<file path="src/rtl/regfile_decoder_pipe.sv">
// regfile_decoder_pipe
// Register-file address decoder with one pipeline stage. Turns per-port
// read ids and a write id into registered one-hot wordlines, flags
// write-to-read bypass per read port and keeps a saturating 8-bit count
// of bypass events.
//
// Optional build macro: ZERO_REG_EN
//   defined   : register 0 is hardwired zero. A write to id 0 is dropped
//               (wr_wl = 0, wr_drop = 1), never bypasses, and a read of
//               id 0 raises rd_zero for that port.
//   undefined : register 0 is ordinary; rd_zero and wr_drop stay 0.
//
// Parameters
//   ADDR_W  register-id width, N = 2**ADDR_W entries
//   NUM_RD  number of read ports
// Ports
//   clk      rising-edge clock
//   rst      synchronous active-high reset, clears every output
//   stall    holds all output registers (cnt_clr still acts)
//   rd_en    per-port read enable
//   rd_id    read ids, port i at [i*ADDR_W +: ADDR_W]
//   wr_en    write enable
//   wr_id    write id
//   cnt_clr  clears hz_cnt, overriding stall and increment
//   rd_wl    one-hot read wordlines, port i at [i*N +: N]
//   wr_wl    one-hot write wordline
//   byp      per-port write-to-read bypass flag
//   rd_zero  per-port read of register 0 (ZERO_REG_EN only)
//   wr_drop  write suppressed (ZERO_REG_EN only)
//   hz_cnt   saturating count of bypass events
module regfile_decoder_pipe #(
  parameter  int ADDR_W = 4,
  parameter  int NUM_RD = 2,
  localparam int N      = 2 ** ADDR_W
) (
  input  logic                     clk,
  input  logic                     rst,
  input  logic                     stall,
  input  logic [NUM_RD-1:0]        rd_en,
  input  logic [NUM_RD*ADDR_W-1:0] rd_id,
  input  logic                     wr_en,
  input  logic [ADDR_W-1:0]        wr_id,
  input  logic                     cnt_clr,
  output logic [NUM_RD*N-1:0]      rd_wl,
  output logic [N-1:0]             wr_wl,
  output logic [NUM_RD-1:0]        byp,
  output logic [NUM_RD-1:0]        rd_zero,
  output logic                     wr_drop,
  output logic [7:0]               hz_cnt
);

  logic [NUM_RD*N-1:0] rd_wl_nxt;
  logic [N-1:0]        wr_wl_nxt;
  logic [NUM_RD-1:0]   byp_nxt;
  logic [NUM_RD-1:0]   rd_zero_nxt;
  logic                wr_drop_nxt;
  logic                wr_ok;
  logic [ADDR_W-1:0]   rd_sel;
  logic [8:0]          byp_pop;
  logic [9:0]          hz_sum;
  logic [7:0]          hz_nxt;

  always_comb begin
    rd_wl_nxt   = '0;
    wr_wl_nxt   = '0;
    byp_nxt     = '0;
    rd_zero_nxt = '0;
    wr_drop_nxt = 1'b0;
    rd_sel      = '0;
    byp_pop     = '0;
`ifdef ZERO_REG_EN
    // A write to register 0 is discarded, which also kills any bypass to id 0.
    wr_ok       = wr_en & (wr_id != '0);
    wr_drop_nxt = wr_en & (wr_id == '0);
`else
    wr_ok       = wr_en;
`endif
    for (int unsigned j = 0; j < N; j++) begin
      wr_wl_nxt[j] = wr_ok && (wr_id == ADDR_W'(j));
    end
    for (int unsigned i = 0; i < NUM_RD; i++) begin
      rd_sel = rd_id[i*ADDR_W +: ADDR_W];
      for (int unsigned j = 0; j < N; j++) begin
        rd_wl_nxt[i*N + j] = rd_en[i] && (rd_sel == ADDR_W'(j));
      end
      byp_nxt[i] = rd_en[i] && wr_ok && (rd_sel == wr_id);
`ifdef ZERO_REG_EN
      rd_zero_nxt[i] = rd_en[i] && (rd_sel == '0);
`endif
      byp_pop = byp_pop + 9'(byp_nxt[i]);
    end
    hz_sum = 10'(hz_cnt) + 10'(byp_pop);
    hz_nxt = (hz_sum > 10'd255) ? 8'hFF : hz_sum[7:0];
  end

  always_ff @(posedge clk) begin
    if (rst) begin
      rd_wl   <= '0;
      wr_wl   <= '0;
      byp     <= '0;
      rd_zero <= '0;
      wr_drop <= 1'b0;
      hz_cnt  <= '0;
    end else begin
      if (!stall) begin
        rd_wl   <= rd_wl_nxt;
        wr_wl   <= wr_wl_nxt;
        byp     <= byp_nxt;
        rd_zero <= rd_zero_nxt;
        wr_drop <= wr_drop_nxt;
      end
      if (cnt_clr) begin
        hz_cnt <= '0;
      end else if (!stall) begin
        hz_cnt <= hz_nxt;
      end
    end
  end

endmodule
</file>
<file path="config.mk">
export PLATFORM = sky130hd
export DESIGN_NAME = regfile_decoder_pipe
export DESIGN_NICKNAME = d
export VERILOG_FILES = /design/src/rtl/regfile_decoder_pipe.sv
export SDC_FILE = /design/constraint.sdc
export NUM_CORES = 1
export LEC_CHECK = 0
export BUFFER_PORTS_ARGS = -buffer_cell sky130_fd_sc_hd__buf_2
export CAP_MARGIN = 0
export CORE_MARGIN = 2
export CORE_UTILIZATION = 50
export CTS_CLUSTER_DIAMETER = 80
export DETAILED_ROUTE_END_ITERATION = 10
export PLACE_DENSITY = 0.76
export SLEW_MARGIN = 10
export SYNTH_ARGS = -nofsm -noshare
export SYNTH_HDL_FRONTEND = slang
export SYNTH_SLANG_ARGS = --single-unit
</file>
<file path="constraint.sdc">
create_clock -name clk -period 3.25 [get_ports clk]
set_clock_uncertainty 0.2 [all_clocks]
set_input_delay 0.1625 -clock clk [delete_from_list [all_inputs] [get_ports clk]]
set_output_delay 0.1625 -clock clk [all_outputs]
set_load 0.02 [all_outputs]
</file>
==> impl_results.md, run 1 <==
- Outcome: completed
- CP Capture Type: flop
- Post-synth top cells: dfxtp_1 (58), nor2_1 (57), a22oi_1 (36)
- Max IR drop VDD: 0.0003645 V
- Synthesized flop and latch total: 58
- Main area contributors after synthesis: dfxtp_1 (48%), a22oi_1 (11%), nor2_1 (8.9%), a32oi_1 (4.4%), and4bb_2 (3.1%)
- Synth Warn #: 0
- Layout cell share with drive strength beyond 1: 30.12%
- Final Critical Period: approximately 2.4 ns
- Dpl cells: ~370
- Via/cell ratio: 5.627
- EDFF count, synth: 0
- Num CTS Buffers: 9
- Final hold vios: 0
- DRT Pass-1 Iters: 4
- Setup crit start kind: input port
- First-pass GRT wire length: 8818 um
- Setup violations, final: 0
- IO buf count: 76
- HP Class: input port to flop
- CP Max Fanout: 8
- Biggest area consumer among synthesized cells: dfxtp_1
- Sequential-to-total area share from yosys stat: 48.23%
- Post-synthesis cell area: 0.002407 mm2
- Setup TNS: 0 ns
- Max_cap viols: 0
- I/O pin count: 80
- Initial antenna violation count: 0
- Hold_ws: 0.02780 ns
- Gpl congestion: ~0.85
- Final Max Slew Viols: 0
- Final HPWL DP: between 3000 and 4000 um
- Post-route ant nets: 0
- Die Height: 73.39 um
- TritonCTS clock tree: built
- CTS clk-pin slew, worst paths: approximately 0.060 ns
- Switching power: approximately 0.35 mW
- Core area: 0.004692 mm2
- Drt wl/cell: 14.54 um
- Internal: approximately 1.2 mW
- Unrepaired setup endpoints after global routing: no
- Largest net degree at the start of global routing: 57
- Unique masters post-synth: 35
- Share of the synthesized area in the top cell type: 48.23%
- Setup CP Type: input port to flop
- Post-Syn Instances: roughly 260
- Pleak: between 1 and 1.5 nW
- Bufs on Longest Clock Path: 2
- Primary FF master, synth: dfxtp_1
- Most common cell in the netlist: dfxtp_1
- Combinational share of power: 7.7%
- Die width: roughly 73 um
- DRC violations left: 0
- Core Rows: 25
- Htree depth: 3
- Total GRT Usage: 21.21%
- Worst-margin pin slew: about 0.92 ns
- Max Fclk: 421.5 MHz
- Power Density: 504.0 mW/mm2
- Sequential Power Share: 47.6%
- Num Clock Sinks: slightly below 60
- Crit path DAT: 2.38 ns
- DR iter-0 viols: 115
- Final Non-Filler Cells: 386
- Synth async-reset ratio: 0%
- Worst skew pair latency: 0.32 ns
- CTS-repair resized insts: 0
- Post-synthesis area per instance: 9.367 um2
- Final wirelength: approximately 5600 um
- Die Area: approximately 0.0054 mm2
- Switching Share: 22.83%
- Total vias in the final route: 2172
- Layout area overhead: 24.84%
- Req. time, crit path: 3.25 ns
- Global route overflow: 0
- Starting density of the core: 51.31%
- Vias in the first global route: 1775
- Nets: 349
- Root Buffer: clkbuf_8
- Period utilization: roughly 73%
- # diodes: 0
- Slew margin rel.: 38.41%
- Clock power frac: 44.7%
logic make-up (layout without fill, tap and decap cells):
| kind of cell | Yosys count | after routing | share of synthesized area, % |
|---|---|---|---|
| adder cells (fa/ha/maj) | 2 | 2 | 1.351 |
| other | 1 | 3 | 0.1558 |
| AND/OR/NAND/NOR | 99 | 99 | 22.40 |
| AO/OA/AOI/OAI | 63 | 63 | 19.96 |
| flip-flops | 58 | 58 | 48.23 |
| XOR/XNOR | 8 | 8 | 2.911 |
| buffers and inverters | 26 | 99 | 4.989 |
repair_timing:
item | in CTS | in global routing
buffers inserted | 0 | 0
hold buffers | 4 | 0
endpoints found under the hold margin | 10 | 0
endpoints found under the setup margin | 0 | 0
stage by stage:
stage	cell area (um2)	setup WS (ns)	utilization, %	total power [mW]
floorplan	2415	0.9145	-	0.8168
global placement	2761	0.9944	58.85	0.8479
detailed placement	2761	0.9578	58.85	0.8491
CTS	3005	0.9019	64.05	1.525
global route	3005	0.7482	64.05	1.569
finish	3005	0.8772	64.05	1.515
cell usage in the layout, fill, tap and decap left out, types with 2 or more instances in the layout:
| cell | count |
|---|---|
| xnor2_1 | 8 |
| nor4b_1 | 3 |
| a211oi_1 | 2 |
| and4bb_2 | 6 |
| nand2_1 | 5 |
| nor2_1 | 57 |
| o21ai_0 | 2 |
| and4b_1 | 3 |
| dfxtp_1 | 58 |
| a31oi_1 | 5 |
| inv_1 | 3 |
| a22oi_1 | 36 |
| nand4_1 | 3 |
| o311a_1 | 2 |
| nor2b_1 | 7 |
| conb_1 | 3 |
| a32oi_1 | 12 |
| clkbuf_8 | 12 |
| dlygate4sd3_1 | 4 |
| o22ai_1 | 2 |
| buf_2 | 76 |
| nand2b_1 | 3 |
| nand3_1 | 6 |
per-layer routing:
metal	vias to the layer above	track usage (%)	wire [um]	part of all wire, %
li1	1082	-	-	-
met1	1009	30.31	2572	46
met2	73	30.23	2582	46
met3	8	6.173	387	6.9
met4	0	8.081	69	1.2
met5	-	0	0	0
power by group through the flow:
stage          logic, mW  registers, mW  clock network [mW]
3_5_place_dp       0.113          0.736                   0
5_1_grt            0.128          0.721               0.720
4_1_cts            0.117          0.721               0.688
6_report           0.117          0.721               0.677
2_1_floorplan     0.0733          0.744                   0
3_3_place_gp       0.111          0.736                   0
state kept, by name (all words and copies together), names as in the netlist:
name,flops
byp,2
rd_wl,32
wr_wl,16
hz_cnt,8
layout make-up:
class | count | area, um2
fillers | 414 | 1687
flip-flops and latches | 58 | 1161
clock buffers | 13 | 168.9
clock inverters | 2 | 35.03
inverters | 3 | 11.26
well taps | 54 | 67.56
multi-input cells | 175 | 1134
repair buffers | 81 | 427.9
critical path, cell delays in order:
cell	delay, ns
dlygate4sd3_1	0.54
buf_2	0.18
nand3_1	0.10
nor2_1	0.07
fa_1	0.46
ha_1	0.23
and4b_1	0.26
nor4_1	0.27
a211oi_1	0.11
final timing paths:
| path | startpoint | endpoint | slack (ns) | cells past startpoint |
|---|---|---|---|---|
| min | rd_id[6] | rd_wl[31] | 0.03 | 3 |
| max reg2reg | hz_cnt[0] | hz_cnt[7] | 1.25 | 5 |
| min reg2reg | wr_wl[7] | wr_wl[7] | 0.28 | 2 |
| max | wr_en | hz_cnt[7] | 0.88 | 9 |
Power figures use the tool's default switching activity.
==> inputs of run 2 (changes only) <==
--- a/config.mk
+++ b/config.mk
@@ -5,13 +5,14 @@
 export SDC_FILE = /design/constraint.sdc
 export NUM_CORES = 1
 export LEC_CHECK = 0
+export ABC_AREA = 1
 export BUFFER_PORTS_ARGS = -buffer_cell sky130_fd_sc_hd__buf_2
 export CAP_MARGIN = 0
 export CORE_MARGIN = 2
 export CORE_UTILIZATION = 50
 export CTS_CLUSTER_DIAMETER = 80
 export DETAILED_ROUTE_END_ITERATION = 10
-export PLACE_DENSITY = 0.76
+export PLACE_DENSITY = 0.75
 export SLEW_MARGIN = 10
 export SYNTH_ARGS = -nofsm -noshare
 export SYNTH_HDL_FRONTEND = slang
==> constraint.sdc (replaced) <==
create_clock -name clk -period 2.3 [get_ports clk]
set_clock_uncertainty 0.2 [all_clocks]
set_input_delay 0.115 -clock clk [delete_from_list [all_inputs] [get_ports clk]]
set_output_delay 0.115 -clock clk [all_outputs]
set_load 0.02 [all_outputs]
==> impl_results.md, run 2 <==
- Power consumption: roughly 2.0 mW
- TritonCTS clock tree: built
- Post-route ant nets: 0
- Die Area: 0.005666 mm2
- Final Critical Period: 2.165 ns
- Dpl cells: 500
- I/O pin count: 80
- Sequential-to-total area share from yosys stat: 45.71%
- CP Capture Type: flop
- Combinational share of power: 10.0%
- # diodes: 0
- Synthesized flop and latch total: 58
- Multi-input gate area: 0.001199 mm2
- Multiplexer share of the synthesized area: 0%
- Num CTS Buffers: 9
- Share of the synthesized area in the top cell type: 45.71%
- Most flops, register: rd_wl
- Post-synth top cells: nand2_1 (124), dfxtp_1 (58), a21oi_1 (54)
- Initial antenna violation count: 0
- Simple-Gate Fraction of Synth Area: about a third
- Max Fclk: 461.9 MHz
- Largest net degree at the start of global routing: 50
- Setup violations, final: 0
- Max IR drop VDD: 0.0003136 V
- Num Clock Sinks: 58
- Max reg flops: 32
- Max_cap viols: 0
- Synth Area in Compound Gates: 12.32%
- Final worst setup slack: 0.1352 ns
- Pleak: about 1.6 nW
- IO buf count: 76
- Gpl congestion: 0.8715
- Post-synthesis cell area: 0.002540 mm2
- Worst skew pair latency: about 0.33 ns
- Largest regs: rd_wl x32, wr_wl x16, hz_cnt x8
- Core area: between 0.004 and 0.005 mm2
- Period utilization: 94.12%
- Layout cell share with drive strength beyond 1: 23.31%
- Root Buffer: clkbuf_8
- Post-Syn Instances: ~370
- Starting density of the core: 52.73%
- Outcome: completed
- Drt wl/cell: 11.87 um
- Primary FF master, synth: dfxtp_1
- Most common cell after layout, fill and taps aside: nand2_1
- Layout area overhead: 33.25%
- Flop-to-flop setup slack: 0.62 ns
- DR iter-0 viols: 130
- Htree depth: 3
- Hold_ws: 0.04432 ns
- Unrepaired setup endpoints after global routing: yes
- DRC violations left: 0
- Setup CP Type: input port to flop
- Core Rows: 25
- Final Non-Filler Cells: roughly 540
- CTS clk-pin slew, worst paths: 0.07 ns
- Sequential Power Share: 49.9%
- Clock power frac: 40.0%
- Die width: 75.28 um
- Setup TNS: 0 ns
- Fillers: 446
- Final wirelength: 6397 um
- Vias in the first global route: 2320
- Global route overflow: 0
- Req. time, crit path: roughly 2.3 ns
- Switching Share: a little over a quarter
- Place WS: 0.1790 ns
- Area occupied by registers: 0.001161 mm2
- Bufs on Longest Clock Path: 2
- Main area contributors after synthesis: dfxtp_1 (46%), nand2_1 (18%), a21oi_1 (11%), nand3_1 (6.3%), inv_1 (5.3%)
- HP Class: input port to flop
- Crit path DAT: 2.19 ns
- Most frequent cells in the layout: nand2_1 (122), buf_2 (75), dfxtp_1 (58)
- Largest family of logic cells by synthesized area: simple AND/OR/NAND/NOR gates
- Total GRT Usage: 23.88%
- Final Max Slew Viols: 0
- Most common cell in the netlist: nand2_1
- First-pass GRT wire length: 10270 um
- Synth Warn #: 0
- Nets: roughly 490
- Unique masters post-synth: 19
- Power Density: 604.5 mW/mm2
- XOR/XNOR Fraction of Synth Area: less than 1%
- Die Height: 75.28 um
- Switching power: about 0.55 mW
- Internal: approximately 1.5 mW
- DRT Pass-1 Iters: 4
- Setup crit start kind: input port
- Biggest area consumer among synthesized cells: dfxtp_1
- Synth async-reset ratio: 0%
- Post-synthesis area per instance: roughly 6.9 um2
- CP Max Fanout: 5
- Final hold vios: 0
- EDFF count, synth: 0
- Final HPWL DP: 4301 um
- Via/cell ratio: 4.883
- Total vias in the final route: between 2000 and 3000
- Adder-cell share of the synthesized area: 1.281%
## run 2: changes by cell type in the layout (fill, tap and decap cells not counted), moves of 7 or more
cell / change
a21oi_1: +54
a22oi_1: -36
a32oi_1: -12
dlygate4sd3_1: +18
inv_1: +31
nand2_1: +117
nand3_1: +25
nor2_1: -30
nor2b_1: -7
xnor2_1: -8
## run 2: area by class of cell
class / count / area share [%]
sequential: 58 / 34.31
multi-input combinational: 260 / 35.42
tap: 67 / 2.477
clock inverter: 5 / 0.8872
timing repair buffer: 101 / 18.63
inverter: 37 / 4.104
clock buffer: 11 / 4.177
## run 2: per-stage QoR
stage	instance area [um2]	utilization, %
6_report	3385	70.26
5_1_grt	3385	70.26
3_5_place_dp	2947	61.17
4_1_cts	3348	69.51
3_3_place_gp	2947	61.17
2_1_floorplan	2547	-
## run 2: worst paths after layout
path / from / to / cells past startpoint
worst max-delay path: rd_id[3] / hz_cnt[6] / 16
worst min register to register: rd_wl[11] / rd_wl[11] / 2
worst max register to register: hz_cnt[0] / hz_cnt[6] / 8
worst min-delay path: wr_id[2] / wr_wl[12] / 5
## run 2: critical path, stage by stage
cell and delay (ns):
dlygate4sd3_1 0.53, buf_2 0.16, inv_1 0.08, nand2_1 0.06, nand2_1 0.07, nor2_1 0.04
nand3_1 0.10, inv_1 0.06, fa_2 0.37, ha_4 0.18, inv_1 0.06, nor2_2 0.05
nand2_1 0.07, nand2_2 0.07, a21oi_1 0.12, nor2_1 0.05
## run 2: power groups by stage
stage | Clock, mW | Combinational, mW | Sequential (mW)
6_report | 0.819 | 0.205 | 1.02
5_1_grt | 0.877 | 0.228 | 1.02
4_1_cts | 0.827 | 0.200 | 1.02
3_5_place_dp | 0 | 0.172 | 1.04
3_3_place_gp | 0 | 0.171 | 1.04
2_1_floorplan | 0 | 0.104 | 1.06
## run 2: cell families (layout without fill, tap and decap cells)
family | count (synthesis) | after routing
compound gates | 62 | 62
flops | 58 | 58
fa+ha+maj | 2 | 2
simple gates | 192 | 192
xor+xnor | 1 | 1
buf+inv | 52 | 154
other cells | 1 | 3
## run 2: what timing repair did
| item | 4_1_cts | 5_1_grt |
|---|---|---|
| setup buffers | 0 | 1 |
| gates resized for setup | 0 | 13 |
| setup endpoints to repair | 0 | 9 |
| hold endpoints to repair | 47 | 0 |
| hold buffers | 23 | 0 |
## run 2: routing by layer
metal  vias up  routed length [um]  part of all wire, %  track usage, %
met5         -                   0                    0               0
met4         0                 104                  1.6           10.92
met3        10                 339                  5.3           4.418
met2        71                3038                   47           38.01
met1      1195                2914                   46           31.61
li1       1356                   -                    -               -
